## src/rtl/mips_div_unit.sv

```systemverilog
// rtl/mips_div_unit.sv - multi-cycle restoring divider producing LO (quotient) and HI (remainder)
// Optional abort input enabled by defining DIV_ABORT_EN.
module mips_div_unit #(
    parameter int WIDTH = 32
) (
    input  logic             clk,
    input  logic             rst,
    input  logic             start,
`ifdef DIV_ABORT_EN
    input  logic             abort,
`endif
    input  logic             is_signed,
    input  logic [WIDTH-1:0] dividend,
    input  logic [WIDTH-1:0] divisor,
    output logic             busy,
    output logic             done,
    output logic [WIDTH-1:0] quotient,
    output logic [WIDTH-1:0] remainder,
    output logic             div_by_zero
);

    localparam int CW = $clog2(WIDTH + 1);
    localparam logic [CW-1:0] LAST_STEP = CW'(WIDTH - 1);

    typedef enum logic [1:0] {
        IDLE,
        CALC,
        FIX,
        DONE
    } state_t;

    state_t state, state_next;

    logic [WIDTH-1:0] dvd;
    logic [WIDTH-1:0] dsr;
    logic [WIDTH-1:0] rem;
    logic [CW-1:0]    count;
    logic             neg_q;
    logic             neg_r;

    logic             abort_hit;
    logic             sign_a;
    logic             sign_b;
    logic [WIDTH-1:0] dvd_abs;
    logic [WIDTH-1:0] dsr_abs;
    logic [WIDTH-1:0] rem_shift;
    logic [WIDTH:0]   trial;

`ifdef DIV_ABORT_EN
    assign abort_hit = abort;
`else
    assign abort_hit = 1'b0;
`endif

    assign sign_a  = is_signed & dividend[WIDTH-1];
    assign sign_b  = is_signed & divisor[WIDTH-1];
    // Negating the most-negative value yields itself, i.e. magnitude 2^(WIDTH-1) read unsigned
    assign dvd_abs = sign_a ? -dividend : dividend;
    assign dsr_abs = sign_b ? -divisor : divisor;

    assign rem_shift = {rem[WIDTH-2:0], dvd[WIDTH-1]};
    assign trial     = {1'b0, rem_shift} - {1'b0, dsr};

    assign busy = (state == CALC) || (state == FIX);
    assign done = (state == DONE);

    always_comb begin
        state_next = state;
        case (state)
            IDLE: begin
                if (start) begin
                    state_next = (divisor == '0) ? DONE : CALC;
                end
            end
            CALC: begin
                if (abort_hit) begin
                    state_next = IDLE;
                end else if (count == LAST_STEP) begin
                    state_next = FIX;
                end
            end
            FIX: begin
                state_next = abort_hit ? IDLE : DONE;
            end
            DONE: begin
                state_next = IDLE;
            end
            default: begin
                state_next = IDLE;
            end
        endcase
    end

    always_ff @(posedge clk or posedge rst) begin
        if (rst) begin
            state <= IDLE;
        end else begin
            state <= state_next;
        end
    end

    always_ff @(posedge clk or posedge rst) begin
        if (rst) begin
            dvd         <= '0;
            dsr         <= '0;
            rem         <= '0;
            count       <= '0;
            neg_q       <= 1'b0;
            neg_r       <= 1'b0;
            quotient    <= '0;
            remainder   <= '0;
            div_by_zero <= 1'b0;
        end else begin
            case (state)
                IDLE: begin
                    if (start) begin
                        dvd   <= dvd_abs;
                        dsr   <= dsr_abs;
                        rem   <= '0;
                        count <= '0;
                        neg_q <= sign_a ^ sign_b;
                        neg_r <= sign_a;
                        if (divisor == '0) begin
                            quotient    <= '1;
                            remainder   <= dividend;
                            div_by_zero <= 1'b1;
                        end
                    end
                end
                CALC: begin
                    // dvd doubles as the quotient shift register as dividend bits move into rem
                    if (!trial[WIDTH]) begin
                        rem <= trial[WIDTH-1:0];
                        dvd <= {dvd[WIDTH-2:0], 1'b1};
                    end else begin
                        rem <= rem_shift;
                        dvd <= {dvd[WIDTH-2:0], 1'b0};
                    end
                    count <= count + 1'b1;
                end
                FIX: begin
                    if (!abort_hit) begin
                        quotient    <= neg_q ? -dvd : dvd;
                        remainder   <= neg_r ? -rem : rem;
                        div_by_zero <= 1'b0;
                    end
                end
                default: begin
                end
            endcase
        end
    end

endmodule

```

## config.mk

```make
export PLATFORM = sky130hd
export DESIGN_NAME = mips_div_unit
export DESIGN_NICKNAME = d
export VERILOG_FILES = /design/src/rtl/mips_div_unit.sv
export SDC_FILE = /design/constraint.sdc
export NUM_CORES = 1
export LEC_CHECK = 0
export ABC_AREA = 1
export BUFFER_PORTS_ARGS = -buffer_cell sky130_fd_sc_hd__buf_2
export CORE_AREA = 2 2 171 173
export DETAILED_ROUTE_END_ITERATION = 10
export DIE_AREA = 0 0 173 175
export GPL_TIMING_DRIVEN = 0
export PLACE_DENSITY = 0.68
export SLEW_MARGIN = 20
export SYNTH_ARGS = -nofsm -noshare
export SYNTH_HDL_FRONTEND = slang
export SYNTH_SLANG_ARGS = --single-unit
```

## constraint.sdc

```tcl
create_clock -name clk -period 5.6 [get_ports clk]
set_input_delay 0.28 -clock clk [delete_from_list [all_inputs] [get_ports clk]]
set_output_delay 0.28 -clock clk [all_outputs]
set_load 0.02 [all_outputs]
```

### Yosys cells after proc, flatten, opt, wreduce, memory -nomap -nowiden

Index checks and enable logic that the tools add are counted.
Widths: inputs -> output; s select.

| cells by class | value |
|---|---|
| muxes and demuxes | 25 |
| add/sub/neg operators | 6 |
| equal/unequal tests | 7 |
| bitwise gates (word level) | 3 |
| reduce and logical (&&, ||, !) cells | 9 |

Operator list:

| operator | count |
|---|---|
| $mux 32 | 11 |
| $pmux 32 s2 | 4 |
| $neg 32->32 | 4 |
| $sub 32x32->33 | 1 |
| $logic_not 32->1 | 1 |
| $pmux 6 s2 | 1 |
| $pmux 2 s4 | 1 |
| $add 6x1->6 const B | 1 |
| $eq 6x5->1 const B | 1 |
| $mux 2 | 3 |
| $mux 6 | 1 |
| $reduce_and 2->1 | 3 |
| $eq 2x2->1 const B | 2 |
| $ne 2x2->1 const B | 2 |
| $reduce_bool 2->1 | 2 |
| $mux 1 | 3 |
| $reduce_and 3->1 | 1 |
| $and 1x1->1 | 2 |
| $eq 2x1->1 const B | 1 |
| $logic_not 2->1 | 1 |
| $ne 2x1->1 const B | 1 |
| $pmux 1 s2 | 1 |
| $logic_or 1x1->1 | 1 |
| $xor 1x1->1 | 1 |

| storage, ports and cells | value |
|---|---|
| register bits | 171 |
| logic and storage cells | 60 |
| output and inout port bits | 67 |
| bits of input ports | 68 |

### Logic depth before layout (Yosys ltp)

Gate-level depths: netlist of the first run.

| logic depth | value |
|---|---|
| depth in word-level cells | 4 |
| depth in mapped cells | 17 |
| depth with buffers taken out | 16 |

### Least setup slack after synthesis of the first run

No wires, ideal clock.

| timing | value |
|---|---|
| path type | register to register |
| start | register dvd[31] |
| end | register rem[21] |
| stages on the path, launching flop included | 17 |
| required time | 5.482 ns |
| data arrival time | 2.036 ns |
| library setup time | 0.118 ns |
| buffers on the path | 1 |
| setup slack | 3.446 ns |
| period minus slack after synthesis | 2.154 ns |
| path through | dfrtp_1 -> inv_1 -> ha_1 -> fa_1 -> inv_1 -> nand2_1 -> nand2_1 -> nand3b_1 -> nand2_1 -> nand2_1 -> nand2_1 -> nand2_4 -> nand2_8 -> buf_12 -> nand3_2 -> nand3_1 -> nand2_1 |

| on the way | value |
|---|---|
| cells in the longest elaborated chain, start to end | 3 |

RTL lines:

| element | RTL line | source |
|---|---|---|
| start: declaration | 34 | `logic [WIDTH-1:0] dvd;` |
| start signal: assignment | 117 | `dvd <= dvd_abs;` |
| start signal: assignment | 134 | `dvd <= {dvd[WIDTH-2:0], 1'b1};` |
| start signal: assignment | 137 | `dvd <= {dvd[WIDTH-2:0], 1'b0};` |
| $sub 32x32->33 | 62 | `assign trial = {1'b0, rem_shift} - {1'b0, dsr};` |
| $mux 32 | 132 | `if (!trial[WIDTH]) begin` |
| $pmux 32 s2 | 114 | `case (state)` |
| end signal: assignment | 133 | `rem <= trial[WIDTH-1:0];` |
| end signal: assignment | 136 | `rem <= rem_shift;` |
| end: declaration | 36 | `logic [WIDTH-1:0] rem;` |

Every way passes these cells.
A chain may end at the register's enable or synchronous reset.

### Final worst setup path of the first run

| timing | value |
|---|---|
| start | register dvd[31] |
| end | register rem[26] |

The elaborated chain is that of the path after synthesis.

==> run metrics, run 1 <==
crit path max fanout=10; Max VDD drop=0.261 mV; status=finished clean; final non-filler cell total=2834; final setup violation count=0; Achievable Freq=0.340 GHz; antenna violations before repair=0; area leader, netlist=dfrtp_1; max layer used=met4; share of post-route cells with drive strength above 1=0.0935; CP required=5950 ps; CTS max path bufs=2; Fin. Hold Viols=0; Synthesis Warnings=0; post-synth cell types=50; Max-slew headroom=0.491; largest net degree at the start of global routing=97; slowest stage delay, CP=410 ps; Antenna diodes=0; DIE AREA=30300 um^2; Ports=135; FP Rows=62; die width=173 um; total grt overflow=0; syn_nets=2393; Pre-Repair DR Iteration Count=7; Layout Utilization=0.559; path type of the worst setup path=flip-flop to flip-flop; Total GRT Usage=0.340; Cell Chain, Critical Path=inv_1 > ha_1 > fa_1 > inv_1 > nand2_1 > nand2_1 > nand3b_1 > nand2_1 > nand2_1 > nand2_1 > nand2_4 > nand2_8 > buf_6 > nand3_1 > nand2_1 > nand2_1; cell count after synthesis=2282; initial drt markers=1403; Worst-path clk slew=80 ps; sequential-to-total area share from yosys stat=0.305; most instantiated cells after synthesis=nand2_1, inv_1, nor2_1; Slew Viols, Final=0; CTS tree=yes; wire length on met2=23.0 mm; final WL=51.5 mm; max cap viols=0; Cell Area, Synth=14000 um^2; clk sinks=171; detailed-route via count=15400; Die H=175 um; Post-CTS Setup Inserts=0; clock latency on the worst-skew pair=460 ps; ys async rst share=1.00; ANT nets after route=0; CTS buffer count=17; Pwr Density=661 nW/um^2; top-count cell post-synth=nand2_1; LEAKAGE=8.52 nW; Main synth FF type=dfrtp_1; Tmin final=2940 ps; post-synthesis register bit count=171; most used cell, CP=nand2_1; DRT met1 WL=22.3 mm; top cells by area, synth=dfrtp_1, nand2_1, inv_1; PortBufs=134; routed len/inst=18.2 um; Synth top area share=0.305; dpl hpwl=42.2 mm; nets=2548; RSZ-0062 raised after global routing=false; RePlAce Congestion=1.01; Fin Clk Skew=20.7 ps; via/cell ratio=5.43; Post-route DRC=0; met3 wire len=3.86 mm; cell count after placement=2801; CTS Root Cell=clkbuf_16; Worst setup SP type=flip-flop; vias in the first global route=14400; Max H-tree Level=4; Hold/Removal Path Class=input port to flip-flop; crit end category=flip-flop; global-route wire length before repair=79.7 mm; CP max stage cell=fa_1; Starting Density=0.494; Std-Cell Core Area=28400 um^2; fin crit share=0.526; Syn-to-layout area delta=13.1%; Worst EP arrival=3290 ps; Mapped Avg Cell Area=6.15 um^2; Post-synth EDFFs=0; Slew @ Worst Pin=764 ps
[registers in the layout, indices dropped and copies added, names as in the netlist]
register,count
dsr,32
dvd,32
quotient,32
rem,32
remainder,32
count,6
state,2
div_by_zero,1
neg_q,1
neg_r,1
[worst max-delay path, delay by kind of cell, from the launching register on]
family                   cells  cell delay (ps)
adder cells (fa/ha/maj)      2              670
buffers and inverters        3              510
flip-flops                   1              380
AND/OR/NAND/NOR             11             1250
[area by class of cell]
type,count,area (um^2)
multi-input combinational,1701,8110
clock buffer,17,425
inverter,337,1270
buffer,73,380
timing repair buffer,136,708
tap,384,480
fill,2978,12500
clock inverter,15,216
sequential,171,4280
[per-stage QoR]
step	cell area (um^2)	hold slack, ps	power [mW]	setup TNS [ps]	worst slack, ps
after floorplan	14000	425	7.01	0	688
after global routing	15900	102	11.4	0	2550
after CTS	15900	92.1	10.4	0	2710
final	15900	106	10.5	0	2660
after detailed placement	15200	363	9.09	0	2720
after global placement	15200	458	9.02	-216500	-1280
[kinds of logic after synthesis]
group                    synth area share
buffers and inverters               0.117
AO/OA/AOI/OAI                      0.0965
AND/OR/NAND/NOR                     0.409
adder cells (fa/ha/maj)            0.0389
XOR/XNOR                           0.0337
flip-flops                          0.305
[power breakdown]
group          switching, mW  internal (mW)
Clock                  0.651          0.627
Combinational           4.81           2.15
Sequential             0.473           1.78
[final timing paths]
path	from	end	slack, ps	cells past startpoint
hold reg to reg	remainder[19]	remainder[19]	480	2
setup / recovery	dvd[31]	rem[26]	2660	16
hold / removal	dividend[2]	remainder[2]	110	3
min in group asynchronous	rst	remainder[1]	390	3
setup reg to reg	dvd[31]	rem[26]	2660	16
max in group asynchronous	rst	dvd[27]	4320	4
[cells in the final DEF, fill, tap and decap left out, types with 5 or more instances in the layout]
cell         n
dfrtp_1    171
nor3_1      28
o21ai_1     12
o211ai_1    14
xnor2_1     14
ha_1        42
nand2_1    724
clkbuf_16   17
a21oi_1     90
inv_8        5
clkinv_8     6
buf_2      146
nor2_1     278
xor2_1      40
clkbuf_1    44
nand3_2     12
nand4_1     31
nand3b_1    14
o21ai_0    118
nor2_2       6
buf_6        8
inv_1      331
nand3_1    239
[layer usage]
metal / GRT usage / vias up
li1: - / 7533
met2: 0.551 / 659
met3: 0.0435 / 114
met5: 0 / -
met1: 0.458 / 7090
met4: 0.149 / 0
[what timing repair did]
action | CTS | global route
endpoints found under the hold margin | 75 | 0
gates resized for setup | 0 | 0
hold buffers | 1 | 0
Power figures use the tool's default switching activity.
==> run 2: changes to the inputs <==
==> constraint.sdc (replaced) <==
create_clock -name clk -period 3.1 [get_ports clk]
set_input_delay 0.155 -clock clk [delete_from_list [all_inputs] [get_ports clk]]
set_output_delay 0.155 -clock clk [all_outputs]
set_load 0.02 [all_outputs]
==> run 2 against run 1 <==
  * Sequential share of layout area is 0.18 points lower
  * Final cell count is 0.32% higher
  * Die area stayed put
  * Hold slack worse by 73 ps
  * Largest power group unchanged
  * Highest routed layer unchanged
==> run metrics, run 2 (synthesis gave the netlist of run 1 again) <==
FF-to-FF End=rem[26]; RSZ-0062 raised after global routing=false; clock latency on the worst-skew pair=450 ps; Resized cells post-CTS=0; reg2reg start=dvd[31]; Worst EP arrival=3100 ps; Achievable Freq=0.363 GHz; Fin Clk Skew=16.5 ps; Final WS setup=347 ps; vias in the first global route=14700; Total GRT Usage=0.336; max cap viols=0; Pwr Density=1180 nW/um^2; detailed-route via count=15400; Worst-path clk slew=80 ps; Antenna diodes=0; CTS Hold Bufs=6; fin crit share=0.888; Syn-to-layout area delta=13.9%; global-route wire length before repair=79.3 mm; LEAKAGE=8.56 nW; Layout Utilization=0.563; Pre-Repair DR Iteration Count=6; Max-slew headroom=0.508; Setup TNS Final=0 ps; most common cell after layout, fill and taps aside=nand2_1; CP required=3440 ps; cell count after placement=2805; CTS buffer count=17; total power=18.8 mW; via/cell ratio=5.43; initial drt markers=1652; Worst setup SP type=flip-flop; Ports=135; final non-filler cell total=2843; PortBufs=134; RePlAce Congestion=1.01; clk sinks=171; Area after DPL=15300 um^2; Post-route DRC=0; Slew Viols, Final=0; Hold/Removal Path Class=input port to flip-flop; CTS tree=yes; most frequent cells in the layout=nand2_1, inv_1, nor2_1, nand3_1, dfrtp_1; dpl hpwl=41.0 mm; final WL=50.1 mm; die width=173 um; Max VDD drop=0.550 mV; final setup violation count=0; DIE AREA=30300 um^2; Max H-tree Level=4; Post-CTS Setup Inserts=0; path type of the worst setup path=flip-flop to flip-flop; WHS=32.7 ps; CTS Root Cell=clkbuf_16; Tmin final=2750 ps; status=finished clean; largest net degree at the start of global routing=34; setup slack, reg-to-reg=350 ps; crit end category=flip-flop; nets=2557; ANT nets after route=0; Slew @ Worst Pin=738 ps; CTS max path bufs=2; Std-Cell Core Area=28400 um^2; total grt overflow=0; FP Rows=62; share of post-route cells with drive strength above 1=0.0948; Starting Density=0.494; Die H=175 um; Setup WS pre-CTS=369 ps; R2R depth=16; Final Instance Area=16000 um^2; routed len/inst=17.6 um; Hold EP=dsr[16]; Fin. Hold Viols=0; hold path cells=3; antenna violations before repair=0; min-delay src=divisor[16]; crit path max fanout=10
==> run 2: worst max path at each step <==
stage,from,to,slack (ps),cells after the start
floorplan,rst,count[0],760,1
global placement,rst,quotient[23],-390,2
detailed placement,dvd[31],rem[26],370,16
CTS,dvd[31],rem[26],350,16
global route,dvd[31],rem[28],140,16
finish,dvd[31],rem[26],350,16
==> run 2: area by class of cell <==
class                      count  area [um^2]
clock inverter                15          204
tap                          384          480
timing repair buffer         145          831
sequential                   171         4280
buffer                        73          380
inverter                     337         1270
multi-input combinational   1701         8110
fill                        2965        12400
clock buffer                  17          425
==> run 2: metal layers <==
metal	up-vias	wire, um	track usage
met5	-	0	0
met3	106	3560	0.0442
met4	0	2580	0.174
met2	671	22100	0.540
li1	7539	-	-
met1	7126	21800	0.444
==> run 2: critical path, stage by stage, from the launching register on <==
cell	delay, ps
dfrtp_1	370
inv_1	140
ha_1	250
fa_1	400
inv_1	140
nand2_1	80
nand2_1	70
nand3b_1	80
nand2_1	140
nand2_1	90
nand2_1	130
nand2_4	140
nand2_8	110
buf_6	180
nand3_1	180
nand2_1	100
nand2_1	50
==> run 2: power by group <==
part	internal [mW]	switching, mW	total (mW)
clock network	1.12	1.15	2.27
registers	3.22	0.855	4.07
logic	3.90	8.56	12.5
total	8.24	10.6	18.8
